### config.mk
export PLATFORM = sky130hd
export DESIGN_NAME = alu_seq_flat
export DESIGN_NICKNAME = d
export VERILOG_FILES = /design/src/rtl/alu_pkg.sv /design/src/rtl/alu_seq_if.sv /design/src/rtl/alu_mul_seq.sv /design/src/rtl/alu_seq.sv /design/src/flat_wrapper.sv
export SDC_FILE = /design/constraint.sdc
export NUM_CORES = 1
export LEC_CHECK = 0
export CORE_MARGIN = 10
export CORE_UTILIZATION = 40
export DETAILED_ROUTE_END_ITERATION = 8
export GPL_TIMING_DRIVEN = 0
export PLACE_DENSITY = 0.55
export SLEW_MARGIN = 20
export SYNTH_ARGS = -nofsm -noshare
export SYNTH_HDL_FRONTEND = slang
export SYNTH_SLANG_ARGS = --single-unit
### constraint.sdc
create_clock -name clk -period 5.7 [get_ports clk]
set_input_delay 0.855 -clock clk [delete_from_list [all_inputs] [get_ports clk]]
set_output_delay 0.855 -clock clk [all_outputs]
set_load 0.02 [all_outputs]
### src/rtl/alu_pkg.sv
// Shared definitions for the sequential ALU: instruction fields, opcode,
// carry-in and condition encodings, FSM state codes and the condition evaluator.
package alu_pkg;

  localparam logic [1:0] CODE_ARM = 2'b11;

  typedef enum logic [2:0] {
    OP_ADD  = 3'b000,
    OP_SUB  = 3'b001,
    OP_MOV  = 3'b010,
    OP_XSR  = 3'b011,
    OP_MUL  = 3'b100,
    OP_RSV5 = 3'b101,
    OP_RSV6 = 3'b110,
    OP_RSV7 = 3'b111
  } op_e;

  typedef enum logic [1:0] {
    CIN_ZERO  = 2'b00,
    CIN_ONE   = 2'b01,
    CIN_CARRY = 2'b10,
    CIN_RSMSB = 2'b11
  } cin_e;

  localparam logic [3:0] COND_NEVER  = 4'b0000;
  localparam logic [3:0] COND_ALWAYS = 4'b0001;
  localparam logic [3:0] COND_ZERO   = 4'b0010;
  localparam logic [3:0] COND_NZERO  = 4'b0011;
  localparam logic [3:0] COND_CARRY  = 4'b0100;
  localparam logic [3:0] COND_NCARRY = 4'b0101;
  localparam logic [3:0] COND_NEG    = 4'b0110;
  localparam logic [3:0] COND_NNEG   = 4'b0111;

  localparam logic ST_IDLE   = 1'b0;
  localparam logic ST_MULRUN = 1'b1;

  // Bit layout of the 16-bit instruction word, MSB first.
  typedef struct packed {
    logic [1:0] code;
    cin_e       cin;
    logic [3:0] cond;
    logic       cw;
    op_e        op;
    logic [3:0] rsvd;
  } instr_t;

  function automatic logic cond_true(input logic [3:0] cond, input logic r_zero,
                                     input logic r_msb, input logic c);
    logic hit;
    case (cond)
      COND_ALWAYS: hit = 1'b1;
      COND_ZERO:   hit = r_zero;
      COND_NZERO:  hit = !r_zero;
      COND_CARRY:  hit = c;
      COND_NCARRY: hit = !c;
      COND_NEG:    hit = r_msb;
      COND_NNEG:   hit = !r_msb;
      default:     hit = 1'b0;
    endcase
    return hit;
  endfunction

endpackage

### src/rtl/alu_seq_if.sv
// Request/response bundle between an instruction issuer and the sequential ALU.
interface alu_seq_if #(
  parameter int WIDTH = 16
);
  logic [15:0]      instruction;
  logic             start;
  logic [WIDTH-1:0] rddata;
  logic [WIDTH-1:0] rsdata;
  logic             busy;
  logic             done;
  logic [WIDTH-1:0] aluout;
  logic             wenout;
  logic             carrystatus;
  logic             skipstatus;

  modport master (
    output instruction, start, rddata, rsdata,
    input  busy, done, aluout, wenout, carrystatus, skipstatus
  );

  modport slave (
    input  instruction, start, rddata, rsdata,
    output busy, done, aluout, wenout, carrystatus, skipstatus
  );
endinterface

### src/rtl/alu_mul_seq.sv
// Unsigned shift-add multiplier: load performs the first partial product,
// each step adds one more, finished rises once WIDTH partial products are in.
module alu_mul_seq #(
  parameter int WIDTH = 16
) (
  input  logic                 clk,
  input  logic                 reset_n,
  input  logic                 load,
  input  logic                 step,
  input  logic [WIDTH-1:0]     mcand,
  input  logic [WIDTH-1:0]     mplier,
  output logic [2*WIDTH-1:0]   product,
  output logic                 finished
);

  localparam int CNT_W = $clog2(WIDTH + 1);

  logic [2*WIDTH-1:0] acc_reg, acc_next;
  logic [2*WIDTH-1:0] mcand_reg, mcand_next;
  logic [WIDTH-1:0]   mplier_reg, mplier_next;
  logic [CNT_W-1:0]   count_reg, count_next;
  logic [2*WIDTH-1:0] addend;
  logic [WIDTH-1:0]   first_pp;

  genvar gi;
  generate
    for (gi = 0; gi < 2 * WIDTH; gi++) begin : g_addend
      assign addend[gi] = mcand_reg[gi] & mplier_reg[0];
    end
    for (gi = 0; gi < WIDTH; gi++) begin : g_first_pp
      assign first_pp[gi] = mcand[gi] & mplier[0];
    end
  endgenerate

  always_comb begin
    acc_next    = acc_reg;
    mcand_next  = mcand_reg;
    mplier_next = mplier_reg;
    count_next  = count_reg;
    if (load) begin
      acc_next    = {{WIDTH{1'b0}}, first_pp};
      mcand_next  = {{(WIDTH - 1){1'b0}}, mcand, 1'b0};
      mplier_next = {1'b0, mplier[WIDTH-1:1]};
      count_next  = CNT_W'(1);
    end else if (step) begin
      acc_next    = acc_reg + addend;
      mcand_next  = {mcand_reg[2*WIDTH-2:0], 1'b0};
      mplier_next = {1'b0, mplier_reg[WIDTH-1:1]};
      count_next  = count_reg + CNT_W'(1);
    end
  end

  always_ff @(posedge clk) begin
    if (!reset_n) begin
      acc_reg    <= '0;
      mcand_reg  <= '0;
      mplier_reg <= '0;
      count_reg  <= '0;
    end else begin
      acc_reg    <= acc_next;
      mcand_reg  <= mcand_next;
      mplier_reg <= mplier_next;
      count_reg  <= count_next;
    end
  end

  assign product  = acc_reg;
  assign finished = (count_reg == CNT_W'(WIDTH));

endmodule

### src/rtl/alu_seq.sv
// Sequential ALU: single-cycle add/sub/mov/shift plus an iterative multiply,
// with a carry flag and a skip flag that squashes the next accepted instruction.
module alu_seq
  import alu_pkg::*;
#(
  parameter int WIDTH = 16
) (
  input  logic         clk,
  input  logic         reset_n,
  alu_seq_if.slave     bus
);

  logic             state_reg, state_next;
  logic             done_reg, done_next;
  logic             wen_reg, wen_next;
  logic [WIDTH-1:0] aluout_reg, aluout_next;
  logic             carry_reg, carry_next;
  logic             skip_reg, skip_next;
  logic [3:0]       cond_reg, cond_next;
  logic             cw_reg, cw_next;

  instr_t             dec;
  logic               cin;
  logic [WIDTH:0]     sum;
  logic [WIDTH-1:0]   res;
  logic               res_c;
  logic               mul_load;
  logic               mul_step;
  logic [2*WIDTH-1:0] mul_product;
  logic               mul_finished;
  logic [WIDTH-1:0]   mul_lo;
  logic               mul_c;
  logic               unused_rsvd;

  assign dec         = instr_t'(bus.instruction);
  assign unused_rsvd = ^dec.rsvd;

  always_comb begin
    case (dec.cin)
      CIN_ZERO:  cin = 1'b0;
      CIN_ONE:   cin = 1'b1;
      CIN_CARRY: cin = carry_reg;
      default:   cin = bus.rsdata[WIDTH-1];
    endcase
  end

  // Single-cycle datapath; MUL and reserved opcodes fall through to zero.
  always_comb begin
    sum   = '0;
    res   = '0;
    res_c = 1'b0;
    case (dec.op)
      OP_ADD: begin
        sum = {1'b0, bus.rddata} + {1'b0, bus.rsdata} + {{WIDTH{1'b0}}, cin};
        {res_c, res} = sum;
      end
      OP_SUB: begin
        sum = {1'b0, bus.rddata} + {1'b0, ~bus.rsdata} + {{WIDTH{1'b0}}, cin};
        {res_c, res} = sum;
      end
      OP_MOV: begin
        sum = {1'b0, bus.rsdata} + {{WIDTH{1'b0}}, cin};
        {res_c, res} = sum;
      end
      OP_XSR: begin
        res   = {cin, bus.rsdata[WIDTH-1:1]};
        res_c = bus.rsdata[0];
      end
      default: begin
        res   = '0;
        res_c = 1'b0;
      end
    endcase
  end

  alu_mul_seq #(
    .WIDTH(WIDTH)
  ) u_mul (
    .clk      (clk),
    .reset_n  (reset_n),
    .load     (mul_load),
    .step     (mul_step),
    .mcand    (bus.rddata),
    .mplier   (bus.rsdata),
    .product  (mul_product),
    .finished (mul_finished)
  );

  assign mul_lo = mul_product[WIDTH-1:0];
  assign mul_c  = |mul_product[2*WIDTH-1:WIDTH];

  always_comb begin
    state_next  = state_reg;
    done_next   = 1'b0;
    wen_next    = 1'b0;
    aluout_next = aluout_reg;
    carry_next  = carry_reg;
    skip_next   = skip_reg;
    cond_next   = cond_reg;
    cw_next     = cw_reg;
    mul_load    = 1'b0;
    mul_step    = 1'b0;
    if (state_reg == ST_MULRUN) begin
      // Incoming starts are dropped here; only the multiply advances.
      if (mul_finished) begin
        state_next  = ST_IDLE;
        done_next   = 1'b1;
        wen_next    = 1'b1;
        aluout_next = mul_lo;
        if (cw_reg) begin
          carry_next = mul_c;
        end
        skip_next = cond_true(cond_reg, mul_lo == '0, mul_lo[WIDTH-1], mul_c);
      end else begin
        mul_step = 1'b1;
      end
    end else if (bus.start) begin
      done_next = 1'b1;
      if (skip_reg) begin
        skip_next = 1'b0;
      end else if (dec.code == CODE_ARM) begin
        if (dec.op == OP_MUL) begin
          done_next  = 1'b0;
          state_next = ST_MULRUN;
          mul_load   = 1'b1;
          cond_next  = dec.cond;
          cw_next    = dec.cw;
        end else begin
          wen_next    = 1'b1;
          aluout_next = res;
          if (dec.cw) begin
            carry_next = res_c;
          end
          skip_next = cond_true(dec.cond, res == '0, res[WIDTH-1], res_c);
        end
      end
    end
  end

  always_ff @(posedge clk) begin
    if (!reset_n) begin
      state_reg  <= ST_IDLE;
      done_reg   <= 1'b0;
      wen_reg    <= 1'b0;
      aluout_reg <= '0;
      carry_reg  <= 1'b0;
      skip_reg   <= 1'b0;
      cond_reg   <= COND_NEVER;
      cw_reg     <= 1'b0;
    end else begin
      state_reg  <= state_next;
      done_reg   <= done_next;
      wen_reg    <= wen_next;
      aluout_reg <= aluout_next;
      carry_reg  <= carry_next;
      skip_reg   <= skip_next;
      cond_reg   <= cond_next;
      cw_reg     <= cw_next;
    end
  end

  assign bus.busy        = (state_reg == ST_MULRUN);
  assign bus.done        = done_reg;
  assign bus.wenout      = wen_reg;
  assign bus.aluout      = aluout_reg;
  assign bus.carrystatus = carry_reg;
  assign bus.skipstatus  = skip_reg;

endmodule

### src/flat_wrapper.sv
// flat-port wrapper written by rule: the top's interface ports become plain ports
module alu_seq_flat import alu_pkg::*;
#(
  parameter int WIDTH = 16
)
  (clk, reset_n, bus_instruction, bus_start, bus_rddata, bus_rsdata, bus_busy, bus_done, bus_aluout, bus_wenout, bus_carrystatus, bus_skipstatus);
  alu_seq_if #(.WIDTH(WIDTH)) bus_i ();
  input  logic clk;
  input  logic reset_n;
  input wire logic [$bits(bus_i.instruction)-1:0] bus_instruction;
  input wire logic [$bits(bus_i.start)-1:0] bus_start;
  input wire logic [$bits(bus_i.rddata)-1:0] bus_rddata;
  input wire logic [$bits(bus_i.rsdata)-1:0] bus_rsdata;
  output wire logic [$bits(bus_i.busy)-1:0] bus_busy;
  output wire logic [$bits(bus_i.done)-1:0] bus_done;
  output wire logic [$bits(bus_i.aluout)-1:0] bus_aluout;
  output wire logic [$bits(bus_i.wenout)-1:0] bus_wenout;
  output wire logic [$bits(bus_i.carrystatus)-1:0] bus_carrystatus;
  output wire logic [$bits(bus_i.skipstatus)-1:0] bus_skipstatus;
  assign bus_i.instruction = bus_instruction;
  assign bus_i.start = bus_start;
  assign bus_i.rddata = bus_rddata;
  assign bus_i.rsdata = bus_rsdata;
  assign bus_busy = bus_i.busy;
  assign bus_done = bus_i.done;
  assign bus_aluout = bus_i.aluout;
  assign bus_wenout = bus_i.wenout;
  assign bus_carrystatus = bus_i.carrystatus;
  assign bus_skipstatus = bus_i.skipstatus;
  alu_seq #(.WIDTH(WIDTH)) u_core (.clk(clk), .reset_n(reset_n), .bus(bus_i));
endmodule
# --- Yosys cells after proc, flatten, opt, wreduce, memory -nomap -nowiden ---
# Cells that the tools add are included.
totals:
  in_bits: 51
  reg_bits: 109
op_classes:
  mux: 51
  n_bitwise: 51
  n_addsub: 7
  n_eq_ne: 26
  reduce_logical: 20
ops:
  columns: ["cell", "count"]
  rows:
  - ["2-to-1 mux 16 bit", 8]
  - ["case mux 16 bit (4 select lines)", 1]
  - ["bitwise AND 1 bit", 47]
  - ["adder 16 x 16 -> 17 bit", 2]
  - ["adder 17 x 1 -> 17 bit", 2]
  - ["2-to-1 mux 1 bit", 34]
  - ["2-to-1 mux 17 bit", 2]
  - ["adder 32 bit", 1]
  - ["== test 4 x 3 -> 1 bit (second input constant)", 8]
  - ["logical NOT 16 bit", 2]
  - ["2-to-1 mux 15 bit", 2]
  - ["adder 16 x 1 -> 17 bit", 1]
  - ["== test 4 x 2 -> 1 bit (second input constant)", 4]
  - ["inverter 16 bit", 1]
  - ["OR reduction 16 bit", 1]
  - ["case mux 1 bit (7 select lines)", 2]
  - ["AND reduction 5 bit", 2]
  - ["== test 4 x 1 -> 1 bit (second input constant)", 2]
  - ["nonzero test 2 bit", 4]
  - ["AND reduction 7 bit", 1]
  - ["== test 3 x 2 -> 1 bit (second input constant)", 2]
  - ["logical NOT 1 bit", 6]
  - ["adder 5 x 1 -> 5 bit (second input constant)", 1]
  - ["== test 5 bit (second input constant)", 1]
  - ["other kinds (13)", 18]

# --- Longest topological paths before layout ---
# Gate-level depths: netlist of run 1.
depth:
  ltp_word: 12
  mapped_depth: 15

# --- Cells and area by module ---
# A second synthesis of run 1 with hierarchy kept.
hier_totals:
  hier_cells: 1195
  hier_area_um2: 9200.1
modules_own_cells:
  columns: ["mod", "seq_area_each_um2", "instances", "area_each_um2", "cells_each"]
  rows:
  - ["alu_mul_seq", 1661.6, 1, 5415.2, 664]
  - ["alu_seq", 520.5, 1, 3784.9, 531]

# --- Worst setup path before layout of run 1 ---
# Ideal clock, no wire load.
synth_timing:
  kind: "input to register"
  start: "in bus_rsdata[0]"
  end: "reg u_core.skip_reg (netlist: u_core.bus.skipstatus)"
  arrival_time_ns: 4.111
  setup_ns: 0.123
  path_stages: 15
  t_required_ns: 5.577
  path_buffers: 2
  slack_ns: 1.466
  cell_sequence: "clkbuf_1 > clkbuf_1 > inv_1 > fa_1 > fa_1 > nor3_2 > o31ai_1 > a21oi_1 > a21oi_2 > o31ai_2 > a311o_1 > a41oi_1 > or4bb_1 > a41oi_1 > o21ai_1"
synth_via:
  elab_chain_cells: 12
synth_rtl:
  columns: ["element", "line", "text"]
  rows:
  - ["start, declared", "flat_wrapper.sv:13", "input wire logic [$bits(bus_i.rsdata)-1:0] bus_rsdata;"]
  - ["inverter 16 bit", "alu_seq.sv:58", "sum = {1'b0, bus.rddata} + {1'b0, ~bus.rsdata} + {{WIDTH{1'b0}}, cin};"]
  - ["adder 16 x 16 -> 17 bit", "alu_seq.sv:58", null]
  - ["adder 17 x 1 -> 17 bit", "alu_seq.sv:58", null]
  - ["case mux 16 bit (4 select lines)", "alu_seq.sv:52", "case (dec.op)"]
  - ["logical NOT 16 bit", "alu_seq.sv:134", "skip_next = cond_true(dec.cond, res == '0, res[WIDTH-1], res_c);"]
  - ["logical NOT 1 bit", "alu_pkg.sv:53", "COND_NZERO: hit = !r_zero;"]
  - ["case mux 1 bit (7 select lines) (*)", "alu_pkg.sv:50", "case (cond)"]
  - ["2-to-1 mux 1 bit (*)", "alu_seq.sv:122", "if (dec.op == OP_MUL) begin"]
  - ["2-to-1 mux 1 bit (*)", "alu_seq.sv:121", "end else if (dec.code == CODE_ARM) begin"]
  - ["2-to-1 mux 1 bit (*)", "alu_seq.sv:119", "if (skip_reg) begin"]
  - ["2-to-1 mux 1 bit (*)", "alu_seq.sv:117", "end else if (bus.start) begin"]
  - ["2-to-1 mux 1 bit (*)", "alu_seq.sv:103", "if (state_reg == ST_MULRUN) begin"]
  - ["end signal, assigned", "alu_seq.sv:156", "skip_reg <= skip_next;"]
  - ["end, declared", "alu_seq.sv:18", "logic skip_reg, skip_next;"]
# Every way passes the cells marked *; elsewhere a longest branch is shown, timed or not. The select of a mux whose other input is x is not followed.
# A chain may end at the register's enable or synchronous reset.

# --- Worst setup path in the final report of run 1 ---
layout_timing:
  start: "in bus_rsdata[15]"
  end: "reg u_core.skip_reg (netlist: u_core.bus.skipstatus)"
# Same word-level chain as after synthesis.

==> results of run 1 <==
cells by family after synthesis:
kind of cell	after synthesis	synth area share, %
compound gates	346	27.89
xor+xnor	49	4.896
fa+ha+maj	70	10.42
buf+inv	114	5.224
flops	109	24.89
mux	14	1.613
simple gates	450	25.06
layout make-up:
cell class,instances,area share [%]
Clock buffer,10,2.373
Timing Repair Buffer,66,6.559
Multi-Input combinational cell,929,60.82
Sequential cell,109,21.66
Inverter,44,1.640
Buffer,70,2.919
Clock inverter,6,0.5466
Tap cell,280,3.478
what timing repair did:
action / CTS / global route
setup buffers: 0 / 0
gates resized for setup: 0 / 2
hold buffers: 0 / 0
setup endpoints to repair: 0 / 2
layout by cell type (no fill, tap or decap), drive strengths merged, types with 14 or more instances in the layout:
cell type | Yosys | final
and2 | 42 | 42
o211a | 19 | 19
dfxtp | 109 | 109
nor2b | 20 | 20
ha | 65 | 65
a21o | 14 | 14
clkbuf | 49 | 59
a22oi | 16 | 16
clkdlybuf4s50 | 0 | 66
inv | 44 | 47
a21boi | 35 | 35
nor3 | 25 | 25
o21ai | 62 | 62
xnor2 | 32 | 32
nand3 | 50 | 50
nor2 | 51 | 51
a21oi | 88 | 88
xor2 | 17 | 17
nand2 | 198 | 198
buf | 21 | 21
cells in the mapped netlist, drive strengths merged (8+ instances only):
cell / instances / area share [%]
inv: 44 / 1.9
nand4: 10 / 0.88
nor3: 25 / 1.6
a21boi: 35 / 3.0
and2: 42 / 3.0
or3: 9 / 0.70
a21o: 14 / 1.2
nand2: 198 / 8.5
xor2: 17 / 1.7
a31oi: 8 / 0.74
o211ai: 11 / 0.94
nor2b: 20 / 1.5
nand2b: 8 / 0.57
ha: 65 / 9.3
o211a: 19 / 2.2
a211oi: 8 / 0.74
clkbuf: 49 / 2.1
xnor2: 32 / 3.2
a22oi: 16 / 1.4
dfxtp: 109 / 25
nor2: 51 / 2.2
buf: 21 / 1.2
nor4: 13 / 1.2
o21bai: 11 / 0.98
mux2i: 13 / 1.5
o21ai: 62 / 3.6
nand3: 50 / 2.9
a21oi: 88 / 5.2
stage by stage:
stage | total power [µW] | setup TNS [ns]
global placement | 1196 | -0.5306
floorplan | 1039 | 0
global route | 1904 | 0
detailed placement | 1195 | -0.4550
CTS | 1839 | 0
finish | 1824 | 0
worst max path at each step:
stage                   start                    end  slack (ns)
3_3_place_gp    bus_rsdata[0]  u_core.bus.skipstatus       -0.30
5_1_grt         bus_rsdata[0]  u_core.bus.skipstatus        0.09
2_1_floorplan   bus_rsdata[0]  u_core.bus.skipstatus        1.47
4_1_cts         bus_rsdata[0]  u_core.bus.skipstatus        0.12
3_5_place_dp    bus_rsdata[0]  u_core.bus.skipstatus       -0.27
6_report       bus_rsdata[15]  u_core.bus.skipstatus        0.34
power by group:
group          switching, µW  leakage [µW]  internal (µW)
Clock                    322      0.000139            318
Combinational            255       0.00297            155
Sequential              6.06      0.000879            769
worst register-to-register path: cells and delay by family (launching register included):
family | cells | cell delay (ns)
fa+ha+maj | 2 | 0.91
simple gates | 5 | 1.00
mux | 1 | 0.20
buf+inv | 1 | 0.13
compound gates | 6 | 1.75
flops | 1 | 0.46
per-layer routing:
layer  vias up  track usage [%]
met1      4184            29.92
met4         0            5.867
met2       266            30.53
li1       4298                -
met3        31            3.912
met5         -                0
==> metrics, run 1 <==
FF-to-FF Start=u_core.bus.carrystatus; worst path bufs/invs=3; antenna violations before repair=0; fin cells=1,514; Area Overhead vs Synth=14.90%; Filler Cells Inserted=approximately 2,200; first-pass GRT wire length=47,170 µm; Multi-input gate area=between 0.006 and 0.007 mm²; CTS Buffer Depth=2; CP arrival=between 5 and 6 ns; Placed Area=0.009777 mm²; CP endpoint kind=flop; Final Util=a little under half; fin crit period=5.364 ns; root buffer cell=clkbuf_16; Worst-Margin Slew=1.009 ns; hold endpoint=u_core.u_mul.mplier_reg[8]; # IOs=roughly 70; syn_nets=between 1,000 and 1,500; layout cell share with drive strength beyond 1=roughly 5.8%; via count=about 8,800; Routed WL=30,190 µm; sequential area share after synthesis=24.89%; instance count on the critical path=16; chip height=168.0 µm; H-tree depth=3; Initial Util=between 40 and 50%; Worst R2R End=u_core.bus.skipstatus; Required @ worst endpoint=5.96 ns; met2 WL=12,460 µm; highest clock rate=approximately 0.19 GHz; total gr overflow=0; Routability Congestion=0.9041; VDD IR max=around 150 µV; Final Max Slew Viols=0; CTS tree=yes; CP startpoint kind=primary input; Worst R2R Path Depth=15; register area=0.002182 mm²; Gate Count Post-Synth=1,152; nets=1,350; asr flop ratio synth=0%; clk_lat worst skew=0.37 ns; cell leakage power=0.003990 µW; Post-Syn Area=0.008766 mm²; DR pass1 iterations=7; clock-pin slew on the worst setup and hold paths=0.08 ns; hold crit path type=flop to flop; Horiz. Die Dim=168.0 µm; DRC errors left=0; register bit total from synthesis=109; max cap viols=0; CP top delay family=compound AO/OA/AOI/OAI gates; synth unique cells=91; final hold viol count=0; pre-CTS setup slack=-0.2713 ns; fin crit share=between 90% and 100%; crit path cell chain=clkdlybuf4s50_1 > inv_1 > a31oi_1 > inv_1 > fa_1 > fa_1 > o21bai_1 > nand3_1 > a31oi_1 > nor2_1 > or3_1 > a221oi_1 > and4_1 > nand4_1 > mux2i_1 > o21ai_1; Fin Hold WS=0.4641 ns; vias per inst=5.799; WHS Path Cells=2; core footprint=~0.022 mm²; WS Path Type=primary input to flop; DRT iter0 DRCs=787; min-delay src=u_core.u_mul.mplier_reg[8]; Worst path max stage delay=~0.7 ns; DR WL met3=around 2000 µm; port bufs=66; met1 WL=roughly 15,000 µm; max FFs per register=32; die area=between 0.02 and 0.03 mm²; Yosys Warn Count=0; Total GRT Usage=20.76%; vias in the first global route=8,277; RSZ-0062 raised after global routing=no; ANT nets after route=0; max_slew headroom=32.40%; # setup viols final=0; CP max stage cell=clkdlybuf4s50_1; wire length per cell after detailed routing=19.94 µm; Main synth FF type=dfxtp_1; post-route cell area=0.01007 mm²; number of core rows=54; number of synthesized flops with an enable pin=0; final worst slack=0.3361 ns; # diodes=0; max layer used=met4; worst reg2reg setup slack=around 1.1 ns; CTS buffer count=9; average size of a mapped cell=7.609 µm²; Critical Path Fanout Max=7; largest net degree at the start of global routing=20; HPWL Detailed=23,910 µm; post-placement cell count=1,498; pwr/cell area=between 150 and 200 mW/mm²; Sink Count=109; skew final=0.01102 ns; outcome=finished, final reports clean
No activity file was read; power rests on OpenSTA's default activity.
==> inputs of run 2 (changes only) <==
--- a/config.mk
+++ b/config.mk
@@ -9,7 +9,7 @@
 export CORE_UTILIZATION = 40
 export DETAILED_ROUTE_END_ITERATION = 8
 export GPL_TIMING_DRIVEN = 0
-export PLACE_DENSITY = 0.55
+export MAX_ROUTING_LAYER = met4
 export SLEW_MARGIN = 20
 export SYNTH_ARGS = -nofsm -noshare
 export SYNTH_HDL_FRONTEND = slang
==> run 2 against run 1 <==
Against the previous run:
- power grew 0.93%
- final cell count is the same
- setup slack lost 0.034 ns
- register-to-register slack gained 0.07 ns
- routed wire length shrank 0.53%
- flip-flop and latch count is the same
- largest cell class unchanged
- clock power grew 2%
- cell area is essentially flat
- largest power group unchanged
- count of clock-buffer cells in the layout shrank 1
- global-route usage grew 0.40 points
- sequential share of layout area is essentially flat
- highest routed layer unchanged
==> metrics, run 2 (same netlist as run 1, synthesis figures left out) <==
number of core rows=54 (unchanged); DRC errors left=0 (unchanged); TNS Setup=0 ns (unchanged); total gr overflow=0 (unchanged); max FFs per register=32 (unchanged); CTS Buffer Depth=2 (unchanged); CP endpoint kind=flop; Required @ worst endpoint=5.96 ns (about the same); wire length per cell after detailed routing=19.83 µm (-0.53%); post-placement cell count=1,498 (unchanged); worst reg2reg setup slack=1.21 ns (+0.07 ns); CTS buffer count=9 (unchanged); highest clock rate=0.1853 GHz (-0.63%); vias per inst=5.894 (+1.6%); Area Overhead vs Synth=14.92% (about the same); clock-pin slew on the worst setup and hold paths=0.08 ns (about the same); RSZ-0062 raised after global routing=no; layout cell share with drive strength beyond 1=5.916% (+0.081 points); first-pass GRT wire length=47,260 µm (+0.19%); WS Path Type=primary input to flop; crit path cell chain=clkdlybuf4s50_1 > clkbuf_1 > clkbuf_2 > inv_1 > fa_1 > fa_1 > nor3_2 > o31ai_1 > a21oi_1 > a21oi_2 > a221o_1 > a222oi_1 > and4_1 > nand4_1 > mux2i_1 > o21ai_1; FF-to-FF Start=u_core.bus.carrystatus; max_slew headroom=33.27% (+0.87 points); Final Power=1841 µW (+0.93%); die area=0.02824 mm² (unchanged); Final Max Slew Viols=0 (unchanged); CP max stage cell=a222oi_1; # diodes=0 (unchanged); Worst R2R Path Depth=15 (unchanged); Routability Congestion=0.9733 (+7.7%); root buffer cell=clkbuf_16; outcome=finished, final reports clean; # IOs=72 (unchanged); Worst-Margin Slew=0.9955 ns (-0.01304 ns); chip height=168.0 µm (unchanged); Horiz. Die Dim=168.0 µm (unchanged); CP startpoint kind=primary input; pwr/cell area=182.8 mW/mm² (+0.92%); fin crit share=94.70% (+0.59 points); max cap viols=0 (unchanged); # hold bufs at CTS=0 (unchanged); skew final=0.01162 ns (+0.0005957 ns); most frequent cells in the layout=nand2_1, dfxtp_1, a21oi_1; Sink Count=109 (unchanged); crit-path most repeated cell=fa_1; fin crit period=5.398 ns (+0.03389 ns); core footprint=0.02169 mm² (unchanged); WHS Path Cells=2 (unchanged); ANT nets after route=0 (unchanged); Final Util=46.45% (about the same); H-tree depth=3 (unchanged); nets=1,350 (unchanged); port bufs=66 (unchanged); fin cells=1,514 (unchanged); cell leakage power=0.003995 µW (+0.12%); DRT iter0 DRCs=991 (+26%); Critical Path Start=bus_rsdata[0]; CTS tree=yes; clk_lat worst skew=0.38 ns (about the same); CP arrival=5.66 ns (+0.04 ns); Critical Path Fanout Max=10 (+3); min-delay src=u_core.u_mul.mcand_reg[28]; post-route cell area=0.01007 mm² (about the same); Placed Area=0.009777 mm² (unchanged); final hold viol count=0 (unchanged); largest net degree at the start of global routing=21 (+5.0%); # setup viols final=0 (unchanged); antenna violations before repair=0 (unchanged); Worst R2R End=u_core.bus.skipstatus; most common cell after layout, fill and taps aside=nand2_1; Routed WL=30,030 µm (-0.53%); Total GRT Usage=21.16% (+0.40 points); via count=8,923 (+1.6%); Worst path max stage delay=0.56 ns (-0.14 ns); HPWL Detailed=23,310 µm (-2.5%); VDD IR max=148.1 µV (-2.4%); hold crit path type=flop to flop; Initial Util=40.42% (unchanged); vias in the first global route=8,359 (+0.99%); hold endpoint=u_core.u_mul.mcand_reg[29]; DR pass1 iterations=7 (unchanged)
[run 2: what timing repair did]
| action | in CTS | in global routing |
|---|---|---|
| buffers inserted | 0 | 0 |
| gates resized for setup | 0 | 3 |
| endpoints found under the setup margin | 0 | 3 |
[run 2: worst max-delay path by stage]
stage	end	slack (ns)	depth (start not counted)
finish	u_core.bus.skipstatus	0.30	16
CTS	u_core.bus.skipstatus	0.11	16
global placement	u_core.bus.skipstatus	-0.28	16
global route	u_core.bus.skipstatus	0.02	16
detailed placement	u_core.bus.skipstatus	-0.25	16
floorplan	u_core.bus.skipstatus	1.47	15
[run 2: cell type report]
type                    instances  area [µm²]
plain buffers                  70       294.0
multi-input cells             929        6132
flip-flops and latches        109        2182
clock buffers                   9       225.2
repair buffers                 66       660.6
inverters                      44       165.2
well taps                     280       350.3
fillers                      2197       11610
clock inverters                 7       63.81
[run 2: metal layers]
| layer | vias up | track usage, % | part of all wire, % |
|---|---|---|---|
| met2 | 346 | 29.99 | 42 |
| met4 | 0 | 5.905 | 2.1 |
| met1 | 4239 | 29.82 | 48 |
| met5 | - | - | 0 |
| li1 | 4288 | - | - |
| met3 | 50 | 4.028 | 8.3 |
[run 2: where the power goes]
part / internal (µW) / leakage, µW / switching [µW] / total (µW)
Combinational: 155 / 0.00297 / 259 / 414
Sequential: 769 / 0.000879 / 5.99 / 775
Clock: 309 / 0.000142 / 343 / 653
[run 2: critical path, delay by kind of cell]
kind / cells / cell delay [ns]
muxes: 1 / 0.21
adders and majority gates: 2 / 0.96
AOI/OAI and AO/OA: 6 / 1.50
and+or+nand+nor: 3 / 0.58
buffers and inverters: 4 / 1.53
[run 2: per-stage QoR]
step / hold WS [ns] / setup WS (ns)
after global routing: 0.4810 / 0.01654
after floorplan: 0.4405 / 1.466
after CTS: 0.4697 / 0.1122
after global placement: 0.4493 / -0.2776
after detailed placement: 0.4557 / -0.2541
final: 0.4673 / 0.3022
==> inputs of run 3 (changes only) <==
--- a/config.mk
+++ b/config.mk
@@ -6,9 +6,9 @@
 export NUM_CORES = 1
 export LEC_CHECK = 0
 export CORE_MARGIN = 10
-export CORE_UTILIZATION = 40
+export CORE_UTILIZATION = 25
 export DETAILED_ROUTE_END_ITERATION = 8
-export GPL_TIMING_DRIVEN = 0
+export GPL_TIMING_DRIVEN = 1
 export MAX_ROUTING_LAYER = met4
 export SLEW_MARGIN = 20
 export SYNTH_ARGS = -nofsm -noshare
==> run 3 against run 2 <==
Against the previous run:
- via count shrank 5.4%
- routed wire length fell by 6.7%
- fmax increased by 13%
- sequential share of layout area is 0.19 points lower
- largest cell class unchanged
- setup slack improved by 0.60 ns
- flip-flop and latch count unchanged
- combinational power is 4% lower
- hold slack worse by 0.0038 ns
- clock power fell by 3%
- cell area grew 0.91%
==> metrics, run 3 (same netlist as run 1, synthesis figures left out) <==
port bufs=67 (+1.5%); die area=0.04295 mm² (+52%); Sink Count=109 (unchanged); DR pass1 iterations=5 (-2); core footprint=0.03454 mm² (+59%); WS Path Type=primary input to flop; Worst-Margin Slew=1.032 ns (+0.03649 ns); min-delay src=u_core.u_mul.mcand_reg[30]; layout cell share with drive strength beyond 1=6.424% (+0.51 points); Required @ worst endpoint=5.94 ns (-0.02 ns); Total GRT Usage=12.81% (-8.4 points); worst reg2reg setup slack=1.60 ns (+0.39 ns); CTS buffer count=9 (unchanged); DRT iter0 DRCs=613 (-38%); highest clock rate=0.2086 GHz (+13%); first-pass GRT wire length=44,840 µm (-5.1%); # setup viols final=0 (unchanged); Worst R2R Path Depth=15 (unchanged); H-tree depth=3 (unchanged); vias in the first global route=8,139 (-2.6%); via count=8,445 (-5.4%); root buffer cell=clkbuf_16; largest net degree at the start of global routing=54 (+160%); max_slew headroom=30.67% (-2.6 points); Horiz. Die Dim=207.3 µm (+23%); FF-to-FF Start=u_core.bus.carrystatus; Worst R2R End=u_core.bus.skipstatus; DRC errors left=0 (unchanged); hold crit path type=flop to flop; # hold bufs at CTS=0 (unchanged); antenna violations before repair=1 (+1); final hold viol count=0 (unchanged); post-placement cell count=1,622 (+8.3%); CP endpoint kind=flop; Final Power=1809 µW (-1.8%); RSZ-0062 raised after global routing=no; most common cell after layout, fill and taps aside=nand2_1; wire length per cell after detailed routing=17.07 µm (-14%); pwr/cell area=177.9 mW/mm² (-2.7%); ANT nets after route=0 (unchanged); cell leakage power=0.003952 µW (-1.1%); worst path bufs/invs=3 (-1); Area Overhead vs Synth=15.96%; CP max stage cell=clkdlybuf4s50_1; Routability Congestion=0.9382 (-3.6%); fin cells=1,640 (+8.3%); pre-CTS setup slack=0.5997 ns (+0.8538 ns); post-CTS resize count=0 (unchanged); hold endpoint=u_core.u_mul.mcand_reg[31]; HPWL Detailed=21,390 µm (-8.3%); # IOs=72 (unchanged); Initial Util=25.38% (-15 points); VDD IR max=169.0 µV (+14%); CTS tree=yes; instance count on the critical path=16 (unchanged); CP arrival=5.03 ns (-0.63 ns); crit path cell chain=clkdlybuf4s50_1 > inv_1 > a31oi_1 > inv_1 > fa_1 > fa_1 > o21bai_1 > a21oi_1 > a221o_1 > a222oi_1 > o2111ai_1 > nor3_1 > and4_1 > nand4_1 > mux2i_1 > o21ai_1; outcome=finished, final reports clean; max FFs per register=32 (unchanged); Critical Path Fanout Max=7 (-3); max cap viols=0 (unchanged); CTS Buffer Depth=2 (unchanged); final worst slack=0.9056 ns (+0.6035 ns); chip height=207.3 µm (+23%); CP startpoint kind=primary input; WHS Path Cells=2 (unchanged); Routed WL=28,000 µm (-6.7%); nets=1,299 (-3.8%); clk_lat worst skew=0.36 ns (-0.02 ns); Worst path max stage delay=0.65 ns (+0.09 ns); CP top delay family=compound AO/OA/AOI/OAI gates; skew final=0.01557 ns (+0.003948 ns); fin crit share=84.11% (-11 points); total gr overflow=0 (unchanged); clock-pin slew on the worst setup and hold paths=0.08 ns (about the same); Final Max Slew Viols=0 (unchanged); TNS Setup=0 ns (unchanged); most frequent cells in the layout=nand2_1, dfxtp_1, a21oi_1; fin crit period=4.794 ns (-0.6035 ns); number of core rows=68 (+26%); vias per inst=5.149 (-13%); postcts setup bufs=0 (unchanged)
run 3: cell types whose count changed in the layout (fill, tap and decap cells not counted), sizes merged:
cell      delta
buf          -2
clkbuf      -49
clkinv       +2
clkinvlp     -1
diode        +2
inv          -1
run 3: worst max path at each step:
| stage | from | end | slack [ns] |
|---|---|---|---|
| after global routing | bus_rsdata[15] | u_core.bus.skipstatus | 0.63 |
| after CTS | bus_rsdata[15] | u_core.bus.skipstatus | 0.97 |
| after detailed placement | bus_rsdata[15] | u_core.bus.skipstatus | 0.60 |
| after global placement | bus_rsdata[15] | u_core.bus.skipstatus | 0.62 |
| final | bus_rsdata[15] | u_core.bus.skipstatus | 0.91 |
| after floorplan | bus_rsdata[0] | u_core.bus.skipstatus | 1.47 |
run 3: worst reg2reg max path, stage by stage (launching register included):
cell	delay, ns
dfxtp_1	0.49
a21oi_1	0.11
a31oi_1	0.20
inv_1	0.08
fa_1	0.41
fa_1	0.45
o21bai_1	0.19
a21oi_1	0.12
a221o_1	0.35
a222oi_1	0.54
o2111ai_1	0.19
nor3_1	0.21
and4_1	0.24
nand4_1	0.14
mux2i_1	0.18
o21ai_1	0.09
run 3: stage by stage:
step                hold slack (ns)  utilization (%)  area (µm²)
finish                       0.4636            29.43       10160
global route                 0.4870            29.42       10160
CTS                          0.4698            29.41       10160
detailed placement           0.4584            28.54        9859
global placement             0.4500            28.54        9859
floorplan                    0.4405                -        8766
run 3: layout make-up:
class                      instances  area, µm²
sequential                       109       2182
multi-input combinational        929       6142
clock buffer                       9      225.2
tap                              455      569.3
antenna                            2      5.005
clock inverter                     7      75.07
timing repair buffer              85      800.8
inverter                          44      165.2
fill                            3737      24380
run 3: layer usage:
metal / vias to the layer above / wire length [µm] / GRT usage [%]
met5: - / 0 / -
met3: 33 / 1591 / 2.497
met1: 3987 / 13370 / 16.43
li1: 4194 / - / -
met2: 231 / 12420 / 19.92
met4: 0 / 623 / 3.864
run 3: where the power goes:
part	switching (µW)	internal, µW	total [µW]
logic	245	153	398
clock network	323	312	635
registers	6.52	769	775
